$ cat config.mk
export PLATFORM = sky130hd
export DESIGN_NAME = load_extract_unit_flat
export DESIGN_NICKNAME = d
export VERILOG_FILES = /design/src/rtl/load_extract_unit_if.sv /design/src/rtl/load_extract_unit.sv /design/src/flat_wrapper.sv
export SDC_FILE = /design/constraint.sdc
export NUM_CORES = 1
export LEC_CHECK = 0
export BUFFER_PORTS_ARGS = -buffer_cell sky130_fd_sc_hd__buf_2
export CORE_MARGIN = 2
export CORE_UTILIZATION = 49
export DETAILED_ROUTE_END_ITERATION = 7
export PLACE_DENSITY_LB_ADDON = 0.12
export SLEW_MARGIN = 20
export SYNTH_ARGS = -nofsm -noshare
export SYNTH_HDL_FRONTEND = slang
export SYNTH_SLANG_ARGS = --single-unit
$ cat constraint.sdc
create_clock -name clk -period 2.3 [get_ports clk]
set_input_delay 0.23 -clock clk [delete_from_list [all_inputs] [get_ports clk]]
set_output_delay 0.23 -clock clk [all_outputs]
set_load 0.05 [all_outputs]
$ cat src/rtl/load_extract_unit_if.sv
// -----------------------------------------------------------------------------
// load_extract_unit_if
//
// Purpose:
//   Read channel between the load extract unit and data memory. The unit
//   raises a one-cycle request with a doubleword-aligned address. Memory
//   answers later with a single-cycle valid pulse carrying the 64-bit
//   little-endian doubleword.
//
// Signals:
//   mem_req     unit -> memory  read request (one cycle per load)
//   mem_addr    unit -> memory  doubleword-aligned read address
//   mem_rvalid  memory -> unit  read data valid, one-cycle pulse
//   mem_rdata   memory -> unit  read doubleword, little-endian
//
// Modports:
//   master  the load extract unit
//   slave   the data memory (or a testbench model of it)
// -----------------------------------------------------------------------------
interface load_extract_unit_if #(
   parameter int ADDR_W = 64
);
   logic              mem_req;
   logic [ADDR_W-1:0] mem_addr;
   logic              mem_rvalid;
   logic [63:0]       mem_rdata;

   modport master (
      output mem_req,
      output mem_addr,
      input  mem_rvalid,
      input  mem_rdata
   );

   modport slave (
      input  mem_req,
      input  mem_addr,
      output mem_rvalid,
      output mem_rdata
   );
endinterface

$ cat src/rtl/load_extract_unit.sv
// -----------------------------------------------------------------------------
// load_extract_unit
//
// Purpose:
//   Load-side data path of the multicycle RV64I core. On a load instruction
//   the unit fetches the containing doubleword from data memory. It then
//   extracts the addressed byte/half/word/doubleword lane and sign- or
//   zero-extends it to 64 bits. The result is registered for the write-back
//   mux, together with a one-cycle done pulse.
//
// Parameters:
//   TIMEOUT_CYCLES  cycles spent in WAIT before the read is abandoned (1..255)
//   ADDR_W          address width
//
// Ports:
//   clk        in   system clock, rising edge
//   reset_n    in   asynchronous active-low reset
//   start      in   one-cycle pulse from the control FSM: begin load
//   instr      in   instruction register ([6:0] opcode, [14:12] funct3)
//   addr       in   effective address, sampled with start
//   mem        if   read channel to data memory (master side)
//   load_data  out  extended load result, stable until the next start
//   done       out  one-cycle pulse when load_data is updated
//   busy       out  high whenever the FSM is outside IDLE
//   err        out  sticky until the next accepted start: timeout,
//                   illegal funct3 or (optionally) misaligned access
//
// Configuration:
//   LOAD_MISALIGN_TRAP_EN  when defined, misaligned half/word/double accesses
//                          are rejected with err=1 and no memory request.
//                          When undefined, the low offset bits below the
//                          access size are forced to zero and the load runs
//                          normally.
//
// Timing:
//   The lane is extracted while the doubleword is captured. load_data and
//   done are therefore both visible in the FMT cycle. Start-to-done latency
//   is 3 + N cycles, where N counts the WAIT cycles that pass without rvalid.
// -----------------------------------------------------------------------------
module load_extract_unit #(
   parameter int TIMEOUT_CYCLES = 15,
   parameter int ADDR_W         = 64
) (
   input  logic                clk,
   input  logic                reset_n,
   input  logic                start,
   input  logic [31:0]         instr,
   input  logic [ADDR_W-1:0]   addr,
   load_extract_unit_if.master mem,
   output logic [63:0]         load_data,
   output logic                done,
   output logic                busy,
   output logic                err
);

   typedef enum logic [1:0] {
      S_IDLE,
      S_REQ,
      S_WAIT,
      S_FMT
   } state_e;

   localparam logic [6:0] OPC_LOAD     = 7'b000_0011;
   localparam logic [2:0] F3_ILLEGAL   = 3'd7;
   localparam logic [7:0] TIMEOUT_LAST = 8'(TIMEOUT_CYCLES - 1);

   // ---------------------------------------------------------------------------
   // State
   // ---------------------------------------------------------------------------
   state_e            state_q,     state_d;
   logic [2:0]        funct3_q,    funct3_d;
   logic [2:0]        off_q,       off_d;
   logic [ADDR_W-1:0] mem_addr_q,  mem_addr_d;
   logic [7:0]        wait_cnt_q,  wait_cnt_d;
   logic [63:0]       load_data_q, load_data_d;
   logic              done_q,      done_d;
   logic              err_q,       err_d;

   // ---------------------------------------------------------------------------
   // Decode of the incoming instruction
   // ---------------------------------------------------------------------------
   logic       is_load;
   logic [2:0] start_f3;
   logic       misaligned;
   logic       unused_instr_bits;

   assign is_load  = (instr[6:0] == OPC_LOAD);
   assign start_f3 = instr[14:12];

   // Only opcode and funct3 matter here; the remaining fields are ignored.
   assign unused_instr_bits = ^{instr[31:15], instr[11:7]};

`ifdef LOAD_MISALIGN_TRAP_EN
   // funct3[1:0] encodes the access size (0 byte, 1 half, 2 word, 3 double).
   // The illegal funct3 (7) is also size 3 but is rejected earlier.
   assign misaligned = ((start_f3[1:0] == 2'd1) && (addr[0]   != 1'b0))  ||
                       ((start_f3[1:0] == 2'd2) && (addr[1:0] != 2'b00)) ||
                       ((start_f3[1:0] == 2'd3) && (addr[2:0] != 3'b000));
`else
   assign misaligned = 1'b0;
`endif

   // ---------------------------------------------------------------------------
   // Helpers
   // ---------------------------------------------------------------------------

   // Clear the offset bits below the access size. The lane then never
   // crosses the doubleword boundary. With the trap enabled this is a
   // no-op, because misaligned accesses never reach the memory.
   function automatic logic [2:0] align_off(input logic [2:0] f3,
                                            input logic [2:0] off);
      logic [2:0] res;
      case (f3[1:0])
         2'd1:    res = {off[2:1], 1'b0};
         2'd2:    res = {off[2], 2'b00};
         2'd3:    res = 3'b000;
         default: res = off;
      endcase
      return res;
   endfunction

   // Select the lane that starts at byte 'off' of a little-endian
   // doubleword, then extend it according to funct3.
   function automatic logic [63:0] extract(input logic [2:0]  f3,
                                           input logic [2:0]  off,
                                           input logic [63:0] dw);
      logic [63:0] lane;
      logic [63:0] res;
      lane = dw >> {off, 3'b000};
      case (f3)
         3'd0:    res = {{56{lane[7]}},  lane[7:0]};   // lb
         3'd1:    res = {{48{lane[15]}}, lane[15:0]};  // lh
         3'd2:    res = {{32{lane[31]}}, lane[31:0]};  // lw
         3'd3:    res = dw;                            // ld
         3'd4:    res = {56'd0, lane[7:0]};            // lbu
         3'd5:    res = {48'd0, lane[15:0]};           // lhu
         3'd6:    res = {32'd0, lane[31:0]};           // lwu
         default: res = 64'd0;
      endcase
      return res;
   endfunction

   // ---------------------------------------------------------------------------
   // Next-state and output logic
   // ---------------------------------------------------------------------------
   always_comb begin
      // NOTE: every variable gets a default before the case statement, so no
      // path leaves one unassigned and no latch can be inferred.
      state_d     = state_q;
      funct3_d    = funct3_q;
      off_d       = off_q;
      mem_addr_d  = mem_addr_q;
      wait_cnt_d  = wait_cnt_q;
      load_data_d = load_data_q;
      done_d      = 1'b0;
      err_d       = err_q;

      case (state_q)
         S_IDLE: begin
            // Instructions that are not loads are ignored entirely.
            if (start && is_load) begin
               if ((start_f3 == F3_ILLEGAL) || misaligned) begin
                  // Rejected load: report it without touching memory.
                  err_d       = 1'b1;
                  load_data_d = 64'd0;
                  done_d      = 1'b1;
               end else begin
                  funct3_d   = start_f3;
                  off_d      = align_off(start_f3, addr[2:0]);
                  mem_addr_d = {addr[ADDR_W-1:3], 3'b000};
                  err_d      = 1'b0;
                  state_d    = S_REQ;
               end
            end
         end

         S_REQ: begin
            wait_cnt_d = 8'd0;
            state_d    = S_WAIT;
         end

         S_WAIT: begin
            // rvalid is tested first, so a response arriving in the expiry
            // cycle still completes the load cleanly.
            if (mem.mem_rvalid) begin
               load_data_d = extract(funct3_q, off_q, mem.mem_rdata);
               done_d      = 1'b1;
               state_d     = S_FMT;
            end else if (wait_cnt_q == TIMEOUT_LAST) begin
               err_d       = 1'b1;
               load_data_d = 64'd0;
               done_d      = 1'b1;
               state_d     = S_IDLE;
            end else begin
               wait_cnt_d = wait_cnt_q + 8'd1;
            end
         end

         S_FMT: begin
            // load_data/done are presented during this cycle; a new start
            // is still ignored here because busy is high.
            state_d = S_IDLE;
         end

         default: state_d = S_IDLE;
      endcase
   end

   // ---------------------------------------------------------------------------
   // State registers
   // ---------------------------------------------------------------------------
   always_ff @(posedge clk or negedge reset_n) begin
      if (!reset_n) begin
         state_q     <= S_IDLE;
         funct3_q    <= 3'd0;
         off_q       <= 3'd0;
         mem_addr_q  <= '0;
         wait_cnt_q  <= 8'd0;
         load_data_q <= 64'd0;
         done_q      <= 1'b0;
         err_q       <= 1'b0;
      end else begin
         // NOTE: non-blocking assignments make every flop sample the values
         // from before the edge, whatever order the statements appear in.
         state_q     <= state_d;
         funct3_q    <= funct3_d;
         off_q       <= off_d;
         mem_addr_q  <= mem_addr_d;
         wait_cnt_q  <= wait_cnt_d;
         load_data_q <= load_data_d;
         done_q      <= done_d;
         err_q       <= err_d;
      end
   end

   // ---------------------------------------------------------------------------
   // Outputs
   // ---------------------------------------------------------------------------
   assign mem.mem_req  = (state_q == S_REQ);
   assign mem.mem_addr = mem_addr_q;
   assign load_data    = load_data_q;
   assign done         = done_q;
   assign busy         = (state_q != S_IDLE);
   assign err          = err_q;

endmodule
$ cat src/flat_wrapper.sv
// flat-port wrapper written by rule: the top's interface ports become plain ports
module load_extract_unit_flat 
#(
   parameter int TIMEOUT_CYCLES = 15,
   parameter int ADDR_W         = 64
)
  (clk, reset_n, start, instr, addr, load_data, done, busy, err, mem_mem_req, mem_mem_addr, mem_mem_rvalid, mem_mem_rdata);
  load_extract_unit_if #(.ADDR_W(ADDR_W)) mem_i ();
  input  logic clk;
  input  logic reset_n;
  input  logic start;
  input  logic [31:0] instr;
  input  logic [ADDR_W-1:0] addr;
  output logic [63:0] load_data;
  output logic done;
  output logic busy;
  output logic err;
  output wire logic [$bits(mem_i.mem_req)-1:0] mem_mem_req;
  output wire logic [$bits(mem_i.mem_addr)-1:0] mem_mem_addr;
  input wire logic [$bits(mem_i.mem_rvalid)-1:0] mem_mem_rvalid;
  input wire logic [$bits(mem_i.mem_rdata)-1:0] mem_mem_rdata;
  assign mem_mem_req = mem_i.mem_req;
  assign mem_mem_addr = mem_i.mem_addr;
  assign mem_i.mem_rvalid = mem_mem_rvalid;
  assign mem_i.mem_rdata = mem_mem_rdata;
  load_extract_unit #(.TIMEOUT_CYCLES(TIMEOUT_CYCLES), .ADDR_W(ADDR_W)) u_core (.clk(clk), .reset_n(reset_n), .start(start), .instr(instr), .addr(addr), .mem(mem_i), .load_data(load_data), .done(done), .busy(busy), .err(err));
endmodule
==> results of run 1 <==
[worst reg2reg max path, cell delays in order, from the launching register on]
cell	delay [ns]
dfrtp_4	0.52
buf_12	0.21
mux2i_1	0.15
a22oi_1	0.36
nand3_1	0.19
a211oi_4	0.30
buf_4	0.23
a221o_1	0.13
[per-layer routing]
metal | vias to the layer above | track usage (%) | share of wire (%)
li1 | 3003 | - | -
met4 | 0 | 13.3 | 3.6
met5 | - | 0 | 0
met3 | 46 | 8.06 | 9.6
met2 | 385 | 45.5 | 47
met1 | 3207 | 36.0 | 40
[how the worst max path moves through the flow]
stage | from | end | depth (start not counted)
6_report | u_core.off_q[0] | u_core.load_data[28] | 7
5_1_grt | u_core.funct3_q[0] | u_core.load_data[13] | 5
4_1_cts | u_core.off_q[0] | u_core.load_data[57] | 6
3_5_place_dp | u_core.off_q[0] | u_core.load_data[57] | 6
3_3_place_gp | u_core.off_q[0] | u_core.load_data[18] | 5
2_1_floorplan | u_core.off_q[0] | u_core.load_data[22] | 7
[power by group through the flow]
| stage | logic (uW) | clock network, uW | registers (uW) |
|---|---|---|---|
| 2_1_floorplan | 881 | 0 | 4180 |
| 4_1_cts | 2850 | 3050 | 3090 |
| 5_1_grt | 3010 | 3160 | 3130 |
| 3_5_place_dp | 2840 | 0 | 3130 |
| 6_report | 2850 | 2980 | 3090 |
| 3_3_place_gp | 2800 | 0 | 3110 |
[stage by stage]
stage	util (%)	hold WS, ns	area [sq um]	total power [uW]	cells
6_report	65.0	0.0329	9810	8920	1109
5_1_grt	65.0	0.0222	9810	9300	1109
4_1_cts	65.0	0.0144	9810	9000	1109
3_5_place_dp	60.8	0.265	9170	5970	1076
3_3_place_gp	60.8	0.261	9170	5910	1076
2_1_floorplan	-	-0.0656	7510	5060	647
[kinds of logic (layout without fill, tap and decap cells)]
logic type                 count (synthesis)  after routing  share of synthesized area, %
other                                      1              3                        0.0500
muxes                                    127            127                          20.0
xor gates and xnor gates                   6              6                         0.700
DFF                                      143            143                          47.7
adders and majority gates                  2              2                         0.333
AOI/OAI and AO/OA                        184            184                          19.3
buffers and inverters                     68            342                          4.35
and+or+nand+nor                          114            114                          7.60
[layout by cell type, fill, tap and decap left out, types with 3 or more instances in the layout]
master,n
xor2_1,6
a31oi_1,3
inv_6,3
conb_1,3
a21oi_1,35
a222oi_1,6
o31a_1,3
clkinv_4,4
a22o_1,19
buf_12,8
nand3_1,21
mux2_2,74
dfrtp_1,141
inv_1,6
a211o_1,15
a221o_1,41
bufinv_16,4
mux2i_1,42
nor3_1,3
nand3b_1,3
o21ai_0,15
buf_4,24
clkbuf_16,17
nor2b_1,11
a22oi_1,9
mux4_2,11
and3_1,4
nor2_1,25
a221oi_1,3
o22ai_1,7
buf_2,269
a21boi_0,4
a211oi_1,7
nand2b_1,4
nand2_1,27
[cells in the mapped netlist, drive strengths merged, types with 15 or more instances]
master	instances	share of area, %
nand2	27	1.4
a22o	19	2.2
nand3	21	1.4
clkbuf	33	1.7
buf	28	2.4
a221o	41	5.5
o21ai	16	1.1
a21oi	35	2.3
nor2	25	1.3
dfrtp	143	48
mux2i	42	5.6
mux2	74	11
a211o	15	1.8
[registers in the layout (all words and copies together), names as in the netlist]
name                 cells
u_core.load_data        64
u_core.mem.mem_addr     61
u_core.wait_cnt_q        8
u_core.funct3_q          3
u_core.off_q             3
u_core.state_q           2
u_core.done              1
u_core.err               1
[cell type report]
cell class	count	share of cell area, %
Timing Repair Buffer	303	17.4
Sequential cell	143	36.5
Tap cell	188	2.40
Inverter	7	0.268
Clock inverter	15	2.14
Multi-Input combinational cell	436	36.9
Clock buffer	17	4.33
==> results.toml, run 1 <==
[outcome]
outcome = "completed"

[clock_network]
cts.repair.resized = 0
cts_made_buffers = 17
htreeDepth = 4
cts_setup_buffers = 0
clockBufferDepth = 2
cts_tree = "done"
clk_pin_slew_ns = 0.06
hold_buffers = 1
root_buffer = "clkbuf_16"
clkLatencyLatePin_ns = 0.42
cts_num_sinks = 143

[detailed_routing]
post_drt_wl_per_cell_um = 20.8
drt_iter0_drc = 795
wirelength_um = 23100
via_per_inst = 5.99
drt_pass1_iterations = 5
drc = 0
ant_nets = 0
via_count = 6641

[critical_path]
reg2reg_to = "u_core.load_data[28]"
path_max_fanout = 42
cp.arrival_ns = 2.51
crit_chain = "buf_12 > mux2i_1 > a22oi_1 > nand3_1 > a211oi_4 > buf_4 > a221o_1"
max_stage_delay_ns = 0.52
cp_top_family = "compound AO/OA/AOI/OAI gates"
worstSetupStartpointType = "register"
slowest_stage = "dfrtp_4"
ff2ff_setup_slack_ns = 0.15
cp-end-kind = "register"
r2r.worst_path.cells = 7
r2r_start = "u_core.off_q[0]"
worstSetupPathType = "register to register"
worstPathRequired_ns = 2.66
critical_path_buf_inv_count = 2

[yosys]
syn_inst = 645
async_reset_ff_share_pct = 100
synth_area_sq_um = 7510
ys_seq_elements = 143
synth.yosys.warnings = 0
syn_area_per_cell_sq_um = 11.6
synth_flop_cell = "dfrtp_1"
synth-edff-count = 0
ys_seq_area_share_pct = 47.7
ys_types = 62

[power]
ir_worst_vdd_mv = 0.604
swShare_pct = 37.8
p_per_area_nw_per_um2 = 909
p_int_uw = 5550
comb_power_share_pct = 31.9
p_switching_uw = 3370
clkPwrFrac_pct = 33.4
p_leak_uw = 0.00511
seqPwrFrac_pct = 34.7

[sta]
rsz0062_at_grt = "false"
slew_violations = 0
fmax_mhz = 465
worst_slew_pin_slew_ns = 0.975
setup_viol = 0
period_needed_ns = 2.15
final.setup.tns_ns = 0
slew-limit-headroom_pct = 34.3
min_period_over_period_pct = 93.5
skew_ns = 0.00960
fin_ws_ns = 0.149
hold_violations = 0

[global_route]
grt_max_degree = 66
grt_first_pass_wirelength_um = 35900
grt.total_usage_pct = 28.4
grt_overflow_total = 0
grt_pass1_vias = 6634
antenna_found_initial = 0

[min_path]
hold_start = "addr[21]"
min_path_type = "input pin to register"
holdPathStages = 2
worstHoldEndpoint = "u_core.mem.mem_addr[21]"

[die]
std_cell_rows = 45
die_w_um = 128
coreArea_sq_um = 15100
start_util_pct = 49.7
die_h_um = 128
io_pins = 296
die_area_sq_um = 16300

[placement]
port-buffer-count = 270
dpl.hpwl_um = 17000
dp_slack_ns = 0.163
routabilityCongestion = 0.952

[final_layout]
fillCellCount = 1207
fin_nets = 1074
drive_gt1_share_pct = 46.8
syn_to_final_growth_pct = 30.8
n_antenna_cell = 0
multi_input_area_sq_um = 3630
seqCellArea_sq_um = 3580

[job]
cap_violations = 0
Power figures use the tool's default switching activity.
==> run 2, diff against run 1 <==
RECOVER_POWER = 50   (was default)
==> results.toml, run 2 (synthesized netlist as in run 1, its figures left out) <==
[outcome]
outcome = "completed"

[critical_path]
worstSetupPathType = "register to register"
cp-end-kind = "register"
ff2ff_setup_slack_ns = 0.11
cp.arrival_ns = 2.55
path_max_fanout = 42
worstSetupStartpointType = "register"
worstPathRequired_ns = 2.66

[sta]
worst_slew_pin_slew_ns = 1.10
skew_ns = 0.0111
slew-limit-headroom_pct = 26.4
fmax_mhz = 456
period_needed_ns = 2.19
whs_ns = 0.0320
min_period_over_period_pct = 95.4
final.setup.tns_ns = 0
fin_ws_ns = 0.105
slew_violations = 0
setup_viol = 0
hold_violations = 0
rsz0062_at_grt = "false"

[final_layout]
layout_commonest_cell = "buf_2"
fin_nets = 1074
final_util_pct = 64.3
largest_reg_flops = 64
fin_cells = 1109
syn_to_final_growth_pct = 29.3
drive_gt1_share_pct = 40.0
final_cell_mix = "206 x buf_2, 141 x dfrtp_1, 74 x mux2_2"
n_antenna_cell = 0

[die]
start_util_pct = 49.7
coreArea_sq_um = 15100
die_area_sq_um = 16300
die_h_um = 128
std_cell_rows = 45
die_w_um = 128
io_pins = 296

[detailed_routing]
post_drt_wl_per_cell_um = 20.9
via_count = 6737
drt_pass1_iterations = 5
drc = 0
drt_iter0_drc = 774
wirelength_um = 23200
via_per_inst = 6.07
ant_nets = 0

[placement]
port-buffer-count = 270
routabilityCongestion = 0.952
placedCellCount = 1076
dp_slack_ns = 0.163
dpl.hpwl_um = 17000

[clock_network]
cts.repair.resized = 0
clockBufferDepth = 2
cts_made_buffers = 17
root_buffer = "clkbuf_16"
cts_tree = "done"
cts_num_sinks = 143
cts_setup_buffers = 0
clk_pin_slew_ns = 0.06
htreeDepth = 4
hold_buffers = 1
clkLatencyLatePin_ns = 0.43

[global_route]
grt_pass1_vias = 6634
grt.total_usage_pct = 28.4
grt_first_pass_wirelength_um = 35900
grt_overflow_total = 0
grt_max_degree = 66
antenna_found_initial = 0

[job]
cap_violations = 0

[power]
ir_worst_vdd_mv = 0.603
p_leak_uw = 0.00483
p_per_area_nw_per_um2 = 916

[min_path]
min_path_type = "input pin to register"
[run 2: changes by cell type in the layout (fill, tap and decap cells not counted), sizes merged]
cell	delta
buf	-65
clkbuf	+65
[run 2: area by class of cell]
type	instances	area [sq um]
Clock buffer	17	425
Clock inverter	15	210
Fill cell	1250	5380
Inverter	7	26.3
Multi-Input combinational cell	436	3630
Sequential cell	143	3580
Tap cell	188	235
Timing Repair Buffer	303	1600
[run 2: final timing paths]
| kind | end | from | depth (start not counted) |
|---|---|---|---|
| setup / recovery | u_core.load_data[28] | u_core.off_q[0] | 7 |
| hold / removal | u_core.mem.mem_addr[21] | addr[21] | 2 |
| max in group asynchronous | u_core.mem.mem_addr[33] | reset_n | 3 |
| hold reg to reg | u_core.load_data[14] | u_core.load_data[14] | 1 |
| setup reg to reg | u_core.load_data[28] | u_core.off_q[0] | 7 |
| min in group asynchronous | u_core.load_data[48] | reset_n | 2 |
[run 2: through the flow]
| step | instance area (sq um) | power (uW) |
|---|---|---|
| after floorplan | 7510 | 5060 |
| after global placement | 9170 | 5910 |
| after detailed placement | 9170 | 5970 |
| after CTS | 9810 | 9000 |
| after global routing | 9710 | 9250 |
| final | 9710 | 8890 |
[run 2: routing by layer]
metal	routed length [um]	global-route usage [%]	up-vias
met5	0	0	-
met4	843	13.3	0
met3	2330	8.06	48
met2	10900	45.5	417
met1	9140	36.0	3269
li1	-	-	3003
[run 2: report_power, final]
group | total (uW) | internal [uW] | switching [uW]
logic | 2800 | 797 | 2010
clock network | 3000 | 1840 | 1160
registers | 3090 | 2870 | 224
[run 2: critical path, cell delays in order (launching register included)]
cell	delay (ns)
dfrtp_4	0.52
buf_12	0.20
mux2i_1	0.14
a22oi_1	0.38
nand3_1	0.21
a211oi_4	0.31
buf_4	0.23
a221o_1	0.13
==> run 3, diff against run 2 <==
ABC_AREA = 1   (was default)
CAP_MARGIN = 0   (was default)
CORE_UTILIZATION = 50   (was 49)
CTS_CLUSTER_DIAMETER = 60   (was default)
==> results.toml, run 3 <==
[global_route]
gr-max-usage-layer = "met2"
grt_overflow_total = 0
grtUsageMet3_pct = 8.59
grt_first_pass_wirelength_um = 39000
grt_pass1_vias = 7815
antenna_found_initial = 0
use_met1_pct = 36.6
gr-usage-met2_pct = 47.8
grt.total_usage_pct = 29.5
grt_max_degree = 70

[yosys]
synth-edff-count = 0
synth.yosys.warnings = 0
syn_inst = 1189
async_reset_ff_share_pct = 100
yosysMostFrequentCell = "nand2_1"
synth_largest_area_cell = "dfrtp_1"
synth_area_sq_um = 8030
ys_seq_area_share_pct = 44.6
synth_flop_cell = "dfrtp_1"
synth_area_leaders = "dfrtp_1 45%, nand2_1 20%, nor2_1 12%, o21ai_0 6.3%, nand3_1 3.6%"
yosys-top-cells-count = "434 x nand2_1, 246 x nor2_1, 143 x dfrtp_1"
ys_seq_elements = 143
yosys.area.top_type_share_pct = 44.6
syn_area_per_cell_sq_um = 6.75
ys_types = 32

[detailed_routing]
drc = 0
drt_pass1_iterations = 5
post_drt_wl_per_cell_um = 15.1
ant_nets = 0
via_count = 8558
wirelength_um = 25400
via_per_inst = 5.08
drt_iter0_drc = 597

[sta]
rsz0062_at_grt = "false"
worst_slew_pin_slew_ns = 1.71
slew-limit-headroom_pct = -14.0
final.setup.tns_ns = 0
skew_ns = 0.00970
period_needed_ns = 2.11
setup_viol = 0
fin_ws_ns = 0.186
slew_violations = 63
min_period_over_period_pct = 91.9
hold_violations = 0
fmax_mhz = 473

[final_layout]
final_util_pct = 65.1
largest_reg_flops = 64
fillCellCount = 1519
layout_commonest_cell = "nand2_1"
fin_nets = 1622
syn_to_final_growth_pct = 27.9
n_antenna_cell = 0
drive_gt1_share_pct = 20.8
final_cell_mix = "434 x nand2_1, 246 x nor2_1, 205 x buf_2"
fin_cells = 1685

[outcome]
outcome = "complete, but fails checks"
violations = "capacitance limit, slew limit"

[clock_network]
clkLatencyLatePin_ns = 0.43
cts_tree = "done"
cts_num_sinks = 143
htreeDepth = 4
cts_made_buffers = 17
clk_pin_slew_ns = 0.06
clockBufferDepth = 2
root_buffer = "clkbuf_16"

[min_path]
min_path_type = "input pin to register"

[die]
die_area_sq_um = 17100
die_w_um = 131
io_pins = 296
start_util_pct = 50.9
die_h_um = 131
std_cell_rows = 46
coreArea_sq_um = 15800

[power]
p_leak_uw = 0.00599
p_int_uw = 5030
p_switching_uw = 3310
comb_power_share_pct = 32.0
ir_worst_vdd_mv = 0.608
clkPwrFrac_pct = 32.5
seqPwrFrac_pct = 35.4
swShare_pct = 39.6
p_per_area_nw_per_um2 = 812
power_uw = 8340

[placement]
routabilityCongestion = 0.972
dpl.hpwl_um = 18500
placedCellCount = 1650
dp_slack_ns = 0.0325
port-buffer-count = 270

[critical_path]
cp-end-kind = "register"
worstSetupPathType = "register to register"
cp.arrival_ns = 2.44
worstSetupStartpointType = "register"
path_max_fanout = 21
worstPathRequired_ns = 2.62

[job]
cap_violations = 1
==> run 3: cell count changes after synthesis, sizes merged, moves of 15 or more <==
cell,previous run,this run
a211o,15,0
nor2,25,255
nand2,27,438
a22o,19,0
a21oi,35,12
inv,7,77
mux2,74,0
a221o,41,0
nand3,21,58
mux2i,42,0
o21ai,16,102
==> run 3: worst max-delay path, cell delays in order, from the launching register on <==
cell and delay (ns):
dfrtp_2 0.52, inv_1 0.19, buf_4 0.20, buf_4 0.20, o21ai_0 0.27, nand2_1 0.10
o21ai_0 0.08, nor2_1 0.05, nor2_1 0.20, nand2_1 0.09, nand2_1 0.06, nand2_1 0.05
==> run 3: power groups by stage <==
stage | Combinational (uW) | Sequential (uW) | Clock, uW
after CTS | 2700 | 2950 | 2760
after floorplan | 1100 | 3700 | 0
after global placement | 2660 | 2980 | 0
after detailed placement | 2690 | 2980 | 0
final | 2670 | 2950 | 2710
after global routing | 2900 | 2990 | 2880
==> run 3: per-layer routing <==
layer	up-vias	share of wire [%]
met3	63	8.4
met1	3910	41
met2	370	47
met5	-	0
met4	0	3.8
li1	4215	-
==> run 3: kinds of logic (layout without fill, tap and decap cells) <==
kind of cell	after synthesis	in the layout	share of synthesized area [%]
AO/OA/AOI/OAI	126	126	8.28
buffers and inverters	142	419	7.89
other	1	3	0.0467
AND/OR/NAND/NOR	771	772	38.4
flip-flops	143	143	44.6
adder cells (fa/ha/maj)	2	2	0.312
XOR/XNOR	4	4	0.437
==> run 3: worst paths after layout <==
check | startpoint | to | slack, ns | cells past startpoint
setup / recovery | u_core.off_q[0] | u_core.load_data[16] | 0.19 | 11
max in group asynchronous | reset_n | u_core.off_q[0] | 0.41 | 3
min in group asynchronous | reset_n | u_core.load_data[49] | 0.79 | 2
setup reg to reg | u_core.off_q[0] | u_core.load_data[16] | 0.19 | 11
hold / removal | addr[56] | u_core.mem.mem_addr[56] | 0.03 | 3
hold reg to reg | u_core.load_data[53] | u_core.load_data[53] | 0.47 | 2
==> run 3: through the flow <==
| stage | instance area, sq um | hold WS (ns) |
|---|---|---|
| after global placement | 9720 | 0.273 |
| after detailed placement | 9720 | 0.273 |
| final | 10300 | 0.0305 |
| after global routing | 10300 | 0.0217 |
| after floorplan | 8030 | -0.0656 |
| after CTS | 10300 | 0.0114 |
==> run 3: repair_timing <==
item                                    CTS  global route
hold buffers                              1             0
buffers inserted                          0             1
endpoints found under the hold margin    60             0
endpoints found under the setup margin    0            36
gates resized for setup                   0             2
==> run 3: layout make-up <==
cell class,count,area (sq um),area share [%]
well taps,216,270,2.63
flip-flops and latches,143,3580,34.9
clock buffers,19,453,4.41
inverters,77,292,2.84
clock inverters,13,129,1.26
multi-input cells,907,3860,37.6
repair buffers,310,1680,16.4
